`config.mk`:
```
export PLATFORM = sky130hd
export DESIGN_NAME = queue_access_arbiter
export DESIGN_NICKNAME = d
export VERILOG_FILES = /design/src/rtl/queue_access_arbiter.sv
export SDC_FILE = /design/constraint.sdc
export NUM_CORES = 1
export LEC_CHECK = 0
export CORE_ASPECT_RATIO = 2
export CORE_MARGIN = 1.5
export CORE_UTILIZATION = 49
export CTS_CLUSTER_DIAMETER = 120
export CTS_CLUSTER_SIZE = 25
export DETAILED_ROUTE_END_ITERATION = 10
export DONT_BUFFER_PORTS = 1
export HOLD_SLACK_MARGIN = 0.06
export SYNTH_ARGS = -nofsm -noshare
export SYNTH_HDL_FRONTEND = slang
export SYNTH_SLANG_ARGS = --single-unit
```
`constraint.sdc`:
```
create_clock -name clk -period 4.45 [get_ports clk]
set_input_delay 0.89 -clock clk [delete_from_list [all_inputs] [get_ports clk]]
set_output_delay 0.89 -clock clk [all_outputs]
set_load 0.02 [all_outputs]
```
`src/rtl/queue_access_arbiter.sv`:
```
// Round-robin arbitrated access to one shared FIFO register-array queue.
// One push or pop per cycle; pop data returns registered, one cycle after grant.
module queue_access_arbiter #(
    parameter int NUM_REQ = 4,
    parameter int DATA_W  = 8,
    parameter int DEPTH   = 16,
    parameter int ID_W    = 2,
    parameter int PTR_W   = 4
) (
    input  logic                      clk,
    input  logic                      rst,
    input  logic [NUM_REQ-1:0]        req,
    input  logic [NUM_REQ-1:0]        op_wr,
    input  logic [NUM_REQ*DATA_W-1:0] wdata,
    output logic [NUM_REQ-1:0]        gnt,
    output logic                      rd_valid,
    output logic [DATA_W-1:0]         rd_data,
    output logic [ID_W-1:0]           rd_id,
    output logic [PTR_W:0]            count,
    output logic                      full,
    output logic                      empty
);

    logic [DATA_W-1:0]  mem_q [DEPTH];

    logic [PTR_W-1:0]   wr_ptr_q, wr_ptr_d;
    logic [PTR_W-1:0]   rd_ptr_q, rd_ptr_d;
    logic [PTR_W:0]     count_q,  count_d;
    logic [ID_W-1:0]    last_q,   last_d;
    logic               rv_q,     rv_d;
    logic [DATA_W-1:0]  rdata_q,  rdata_d;
    logic [ID_W-1:0]    rid_q,    rid_d;

    logic [NUM_REQ-1:0] elig;
    logic               hit;
    logic [ID_W-1:0]    win;
    int                 idx;
    logic               commit;
    logic               push;
    logic               pop;
    logic [DATA_W-1:0]  wsel;

    assign full  = (count_q == (PTR_W+1)'(DEPTH));
    assign empty = (count_q == '0);

    // A request only competes if its operation can complete this cycle.
    assign elig = req
                & ~(op_wr & {NUM_REQ{full}})
                & ~(~op_wr & {NUM_REQ{empty}});

    always_comb begin
        hit = 1'b0;
        win = '0;
        idx = 0;
        for (int k = 1; k <= NUM_REQ; k++) begin
            idx = int'(last_q) + k;
            if (idx >= NUM_REQ) begin
                idx = idx - NUM_REQ;
            end
            if (!hit && elig[ID_W'(idx)]) begin
                hit = 1'b1;
                win = ID_W'(idx);
            end
        end
    end

    assign commit = hit & rst;
    assign push   = commit & op_wr[win];
    assign pop    = commit & ~op_wr[win];
    assign wsel   = wdata[int'(win)*DATA_W +: DATA_W];

    always_comb begin
        gnt = '0;
        if (commit) begin
            gnt[win] = 1'b1;
        end
    end

    always_comb begin
        wr_ptr_d = wr_ptr_q;
        rd_ptr_d = rd_ptr_q;
        count_d  = count_q;
        last_d   = last_q;
        rv_d     = 1'b0;
        rdata_d  = rdata_q;
        rid_d    = rid_q;
        if (commit) begin
            last_d = win;
        end
        if (push) begin
            wr_ptr_d = wr_ptr_q + 1'b1;
            count_d  = count_q + 1'b1;
        end
        if (pop) begin
            rd_ptr_d = rd_ptr_q + 1'b1;
            count_d  = count_q - 1'b1;
            rv_d     = 1'b1;
            rdata_d  = mem_q[rd_ptr_q];
            rid_d    = win;
        end
    end

    always_ff @(posedge clk) begin
        if (!rst) begin
            wr_ptr_q <= '0;
            rd_ptr_q <= '0;
            count_q  <= '0;
            last_q   <= ID_W'(NUM_REQ - 1);
            rv_q     <= 1'b0;
            rdata_q  <= '0;
            rid_q    <= '0;
        end else begin
            wr_ptr_q <= wr_ptr_d;
            rd_ptr_q <= rd_ptr_d;
            count_q  <= count_d;
            last_q   <= last_d;
            rv_q     <= rv_d;
            rdata_q  <= rdata_d;
            rid_q    <= rid_d;
        end
    end

    // Storage is deliberately left out of reset.
    always_ff @(posedge clk) begin
        if (push) begin
            mem_q[wr_ptr_q] <= wsel;
        end
    end

    assign rd_valid = rv_q;
    assign rd_data  = rdata_q;
    assign rd_id    = rid_q;
    assign count    = count_q;

endmodule

```
==> impl_metrics.ini, run 1 <==
[global_routing]
grt_pass1_vias = 4068
antenna_found_initial = 0
grt_max_degree = 29
grt_usage = 0.229
grt_overflow = 0
grt_pass1_wl_um = 23700

[clock_tree]
clk_path_buf_depth = 2
ctsHtreeMaxLevel = 4
clkTransAtPathRegs_ns = 0.06
cts-root-buf = clkbuf_16
numCtsBuffers = 17
cts_tree = yes
ctsHoldBuffers = 0
postCtsSetupBuffers = 0
clkSinkCount = 154
clk_latency_ns = 0.42
cts_resized = 0

[synthesis]
syn_inst = 444
syn_area_sq_um = 6800
synth_warnings = 0
ys.flop_type = edfxtp_1
synth-async-reset-ratio = 0
synth.distinct_cells = 56
syn_area_per_cell_sq_um = 15.3
syn_nets = 495
ys_seq_area_frac = 0.642
synth_edf_count = 128
synth_seq_cells = 154

[timing]
min_period_ns = 3.95
slew_headroom = 0.382
setup_viol = 0
worst_pin_slew_ns = 0.921
hold_viol = 0
drv_slew = 0
tns_ns = 0
finClkSkew_ns = 0.0111
whs_ns = 0.528
rsz0062_at_grt = no
fmax_ghz = 0.253
period_share = 0.887

[finish]
fillers = 1102
final_cell_area_sq_um = 7520
mostFrequentLayoutCells = edfxtp_1 (128), mux2i_1 (29), mux4_2 (28)
multiInputGateArea_sq_um = 2280
final-seq-area_sq_um = 4370
diodes = 0
final_common_cell = edfxtp_1
drive_above_1_share = 0.165
area_growth_pct = 10.6
fin_nets = 500
layoutNonFillerInstCount = 616

[placed_design]
port_buffers = 0
placed_area_sq_um = 6950
place_inst = 585
gp_congestion = 0.866
place_hpwl_um = 10900

[detailed_routing]
drt_first_pass_iters = 4
drc = 0
wl_per_cell_um = 25.6
viasPerCell = 6.47
vias = 3987
antenna_left = 0
wl_um = 15800
drt_iter0_drc = 249

[setup_path]
worstPathCellList = or4_4 -> o21ai_0 -> a21o_1 -> a32oi_1 -> and4b_1 -> and2_4 -> fa_1 -> a21o_1 -> a21oi_1 -> or4b_1 -> a21bo_1 -> o21ai_1 -> or4b_1
cp.arrival_ns = 4.24
cp_max_fo = 6
cp-start-kind = register
worstPathRequired_ns = 4.74
slowest_delay_ns = 0.65
slowest_stage = or4_4
crit_path_end_kind = register
critical_path.top_delay_family = simple AND/OR/NAND/NOR gates
path_class = reg2reg
crit_buf_inv = 0

[power_and_ir_drop]
power_mw = 5.03
leakage_nw = 2.62
vdd_drop_max_uv = 450
p_per_area_nw_per_um2 = 669

[floorplanning]
die_w_um = 86.3
start_util = 0.503
die_h_um = 170
core_area_sq_um = 13500
dieArea_sq_um = 14600
rows = 60
ioPinCount = 64

[worst_hold_path]
hp-class = reg2reg

[outcome]
status = completed

[run]
max_cap_violations = 0
## area by class of cell
| cell class | instances | area share |
|---|---|---|
| flip-flops and latches | 154 | 0.581 |
| multi-input cells | 257 | 0.303 |
| clock buffers | 17 | 0.0566 |
| well taps | 155 | 0.0258 |
| clock inverters | 14 | 0.0193 |
| repair buffers | 10 | 0.00998 |
| inverters | 9 | 0.00449 |
## metrics by stage
stage / utilization / worst slack, ns
floorplan: - / 0.401
global placement: 0.514 / 0.469
detailed placement: 0.514 / 0.403
CTS: 0.556 / 0.492
global route: 0.556 / 0.247
finish: 0.556 / 0.505
## state kept, by name, indices dropped and copies added, names as in the netlist
signal / cells
mem_q: 128
rd_data: 8
count: 5
rd_ptr_q: 4
wr_ptr_q: 4
last_q: 2
rd_id: 2
rd_valid: 1
## routing by layer
| layer | track usage | share of wire | up-vias |
|---|---|---|---|
| met5 | 0 | 0 | - |
| met4 | 0.0954 | 0.028 | 0 |
| met3 | 0.0443 | 0.045 | 37 |
| met2 | 0.431 | 0.57 | 151 |
| met1 | 0.244 | 0.36 | 2022 |
| li1 | - | - | 1777 |
## logic make-up after synthesis
family          after synthesis  share of synthesized area
compound gates               81                     0.0929
xor+xnor                      7                    0.00901
fa+ha+maj                     9                     0.0177
buf+inv                      33                     0.0230
flops                       154                      0.642
mux                          57                      0.135
simple gates                103                     0.0804
## path summary, 6_finish.rpt
kind,startpoint,end,slack (ns),cells after the start
min,wr_ptr_q[3],wr_ptr_q[3],0.53,2
min reg2reg,wr_ptr_q[3],wr_ptr_q[3],0.53,2
max reg2reg,count[0],count[4],0.50,13
max,count[0],count[4],0.50,13
## cells in the mapped netlist (4+ instances only)
cell | n | area, sq um
ha_1 | 8 | 100
mux2i_1 | 29 | 290
nand2_1 | 27 | 101
nand3_1 | 11 | 55.1
a221oi_1 | 12 | 105
buf_2 | 8 | 40.0
xnor2_1 | 4 | 35.0
clkbuf_1 | 9 | 33.8
nor2_1 | 18 | 67.6
a22o_1 | 8 | 70.1
a221o_1 | 8 | 80.1
dfxtp_1 | 26 | 521
edfxtp_1 | 128 | 3840
o21ai_0 | 6 | 30.0
nor2b_1 | 6 | 37.5
buf_1 | 4 | 15.0
and3_1 | 19 | 119
inv_1 | 8 | 30.0
mux4_2 | 28 | 631
a21oi_1 | 9 | 45.0
o21ai_1 | 7 | 35.0
and2_1 | 5 | 31.3
o21a_1 | 5 | 37.5
## power breakdown
group          leakage, nW  internal, mW  switching [mW]
logic                0.965         0.593           0.876
registers             1.37          1.94           0.231
clock network        0.277         0.825           0.572
total                 2.62          3.35            1.68
## worst reg2reg max path: stages (launching register included)
cell	delay [ns]
dfxtp_1	0.44
or4_4	0.65
o21ai_0	0.38
a21o_1	0.15
a32oi_1	0.13
and4b_1	0.22
and2_4	0.19
fa_1	0.39
a21o_1	0.17
a21oi_1	0.26
or4b_1	0.19
a21bo_1	0.11
o21ai_1	0.05
or4b_1	0.48
No activity file was read; power rests on OpenSTA's default activity.
==> run 2: changes to the inputs <==
- CTS_CLUSTER_DIAMETER: 120 -> default
- PLACE_DENSITY: default -> 0.66
==> run 2 against run 1 <==
Clock power up 8%. Wire length shrank 1.1%. Worst hold slack worse by 0.013 ns. Sequential power barely moved. Largest power group unchanged. First-iteration DRC count grew 40%. Critical path type unchanged. Global-route usage shrank 0.13 points.
==> impl_metrics.ini, run 2 (same netlist as run 1, synthesis figures left out) <==
[setup_path]
crit_path_end_kind = register
crit_buf_inv = 0
cp_max_fo = 16
crit_top_cell = or4b_1
worstPathRequired_ns = 4.74
critical_path.top_delay_family = simple AND/OR/NAND/NOR gates
path_class = reg2reg
slowest_delay_ns = 0.59
slowest_stage = or4_4
worstPathCellList = or4_4 -> o21ai_2 -> o2111ai_1 -> o21ba_4 -> and4b_1 -> and2_4 -> fa_1 -> a21o_1 -> a21oi_1 -> or4b_1 -> a21bo_1 -> o21ai_1 -> or4b_1
cp.arrival_ns = 4.33
cp-start-kind = register

[detailed_routing]
antenna_left = 0
vias = 4051
drt_iter0_drc = 349
drc = 0
wl_um = 15600
wl_per_cell_um = 25.3
drt_first_pass_iters = 4
viasPerCell = 6.57

[timing]
fmax_ghz = 0.247
min_period_ns = 4.05
drv_slew = 0
worst_pin_slew_ns = 0.927
finClkSkew_ns = 0.0141
period_share = 0.909
rsz0062_at_grt = no
slew_headroom = 0.378
hold_viol = 0
tns_ns = 0
setup_viol = 0
whs_ns = 0.515

[finish]
fin_nets = 500
final_common_cell = edfxtp_1
mostFrequentLayoutCells = edfxtp_1 (128), mux2i_1 (29), mux4_2 (28)
fillers = 1064
multiInputGateArea_sq_um = 2280
largest_reg_flops = 128
area_growth_pct = 11.5
regMostFlops = mem_q
diodes = 0
drive_above_1_share = 0.169
final-seq-area_sq_um = 4370

[placed_design]
port_buffers = 0
gp_congestion = 0.833
place_hpwl_um = 10600

[global_routing]
grt_pass1_vias = 4116
grt_usage = 0.228
grt_pass1_wl_um = 23700
antenna_found_initial = 0
grt_overflow = 0
grt_max_degree = 29

[power_and_ir_drop]
p_per_area_nw_per_um2 = 679
vdd_drop_max_uv = 403
leakage_nw = 2.64

[floorplanning]
die_w_um = 86.3
rows = 60
die_h_um = 170
ioPinCount = 64
core_area_sq_um = 13500
dieArea_sq_um = 14600
start_util = 0.503

[clock_tree]
clkSinkCount = 154
cts_tree = yes
clkTransAtPathRegs_ns = 0.06
postCtsSetupBuffers = 0
cts_resized = 0
ctsHoldBuffers = 0
ctsHtreeMaxLevel = 4
clk_latency_ns = 0.42
cts-root-buf = clkbuf_16
numCtsBuffers = 17
clk_path_buf_depth = 2

[outcome]
status = completed

[worst_hold_path]
hp-class = reg2reg

[run]
max_cap_violations = 0
==> run 2: where the power goes <==
part	internal, mW	leakage [nW]	switching, mW
Sequential	1.94	1.37	0.216
Combinational	0.600	0.969	0.891
Clock	0.941	0.295	0.569
Total	3.48	2.64	1.68
==> run 2: per-layer routing <==
metal	track usage	wire (um)	vias to the layer above
met1	0.248	5640	2046
met5	0	0	-
met3	0.0482	719	39
li1	-	-	1784
met2	0.411	8610	182
met4	0.112	618	0
==> run 2: worst paths after layout <==
path,startpoint,to,slack (ns),cells after the start
worst max-delay path,count[2],count[4],0.40,13
worst min-delay path,wr_ptr_q[3],wr_ptr_q[3],0.51,2
worst max register to register,count[2],count[4],0.40,13
worst min register to register,wr_ptr_q[3],wr_ptr_q[3],0.51,2
==> run 2: worst reg2reg max path: stages, from the launching register on <==
cell       delay, ns
dfxtp_1         0.42
or4_4           0.59
o21ai_2         0.30
o2111ai_1       0.14
o21ba_4         0.28
and4b_1         0.21
and2_4          0.25
fa_1            0.43
a21o_1          0.17
a21oi_1         0.29
or4b_1          0.20
a21bo_1         0.11
o21ai_1         0.05
or4b_1          0.49
==> run 2: cell type report <==
type / instances / area share
Clock buffer: 18 / 0.0566
Clock inverter: 14 / 0.0257
Inverter: 9 / 0.00445
Multi-Input combinational cell: 257 / 0.301
Sequential cell: 154 / 0.575
Tap cell: 155 / 0.0256
Timing Repair Buffer: 10 / 0.0115
==> run 2: stage by stage <==
step                      utilization  power, mW  setup WS (ns)  std cells  area, sq um
after floorplan                     -       3.26          0.401        444         6800
after global placement          0.515       3.61          0.321        585         6960
after detailed placement        0.515       3.67          0.225        585         6960
after CTS                       0.561       5.18          0.388        617         7590
after global routing            0.561       5.39          0.184        617         7590
final                           0.561       5.15          0.404        617         7590
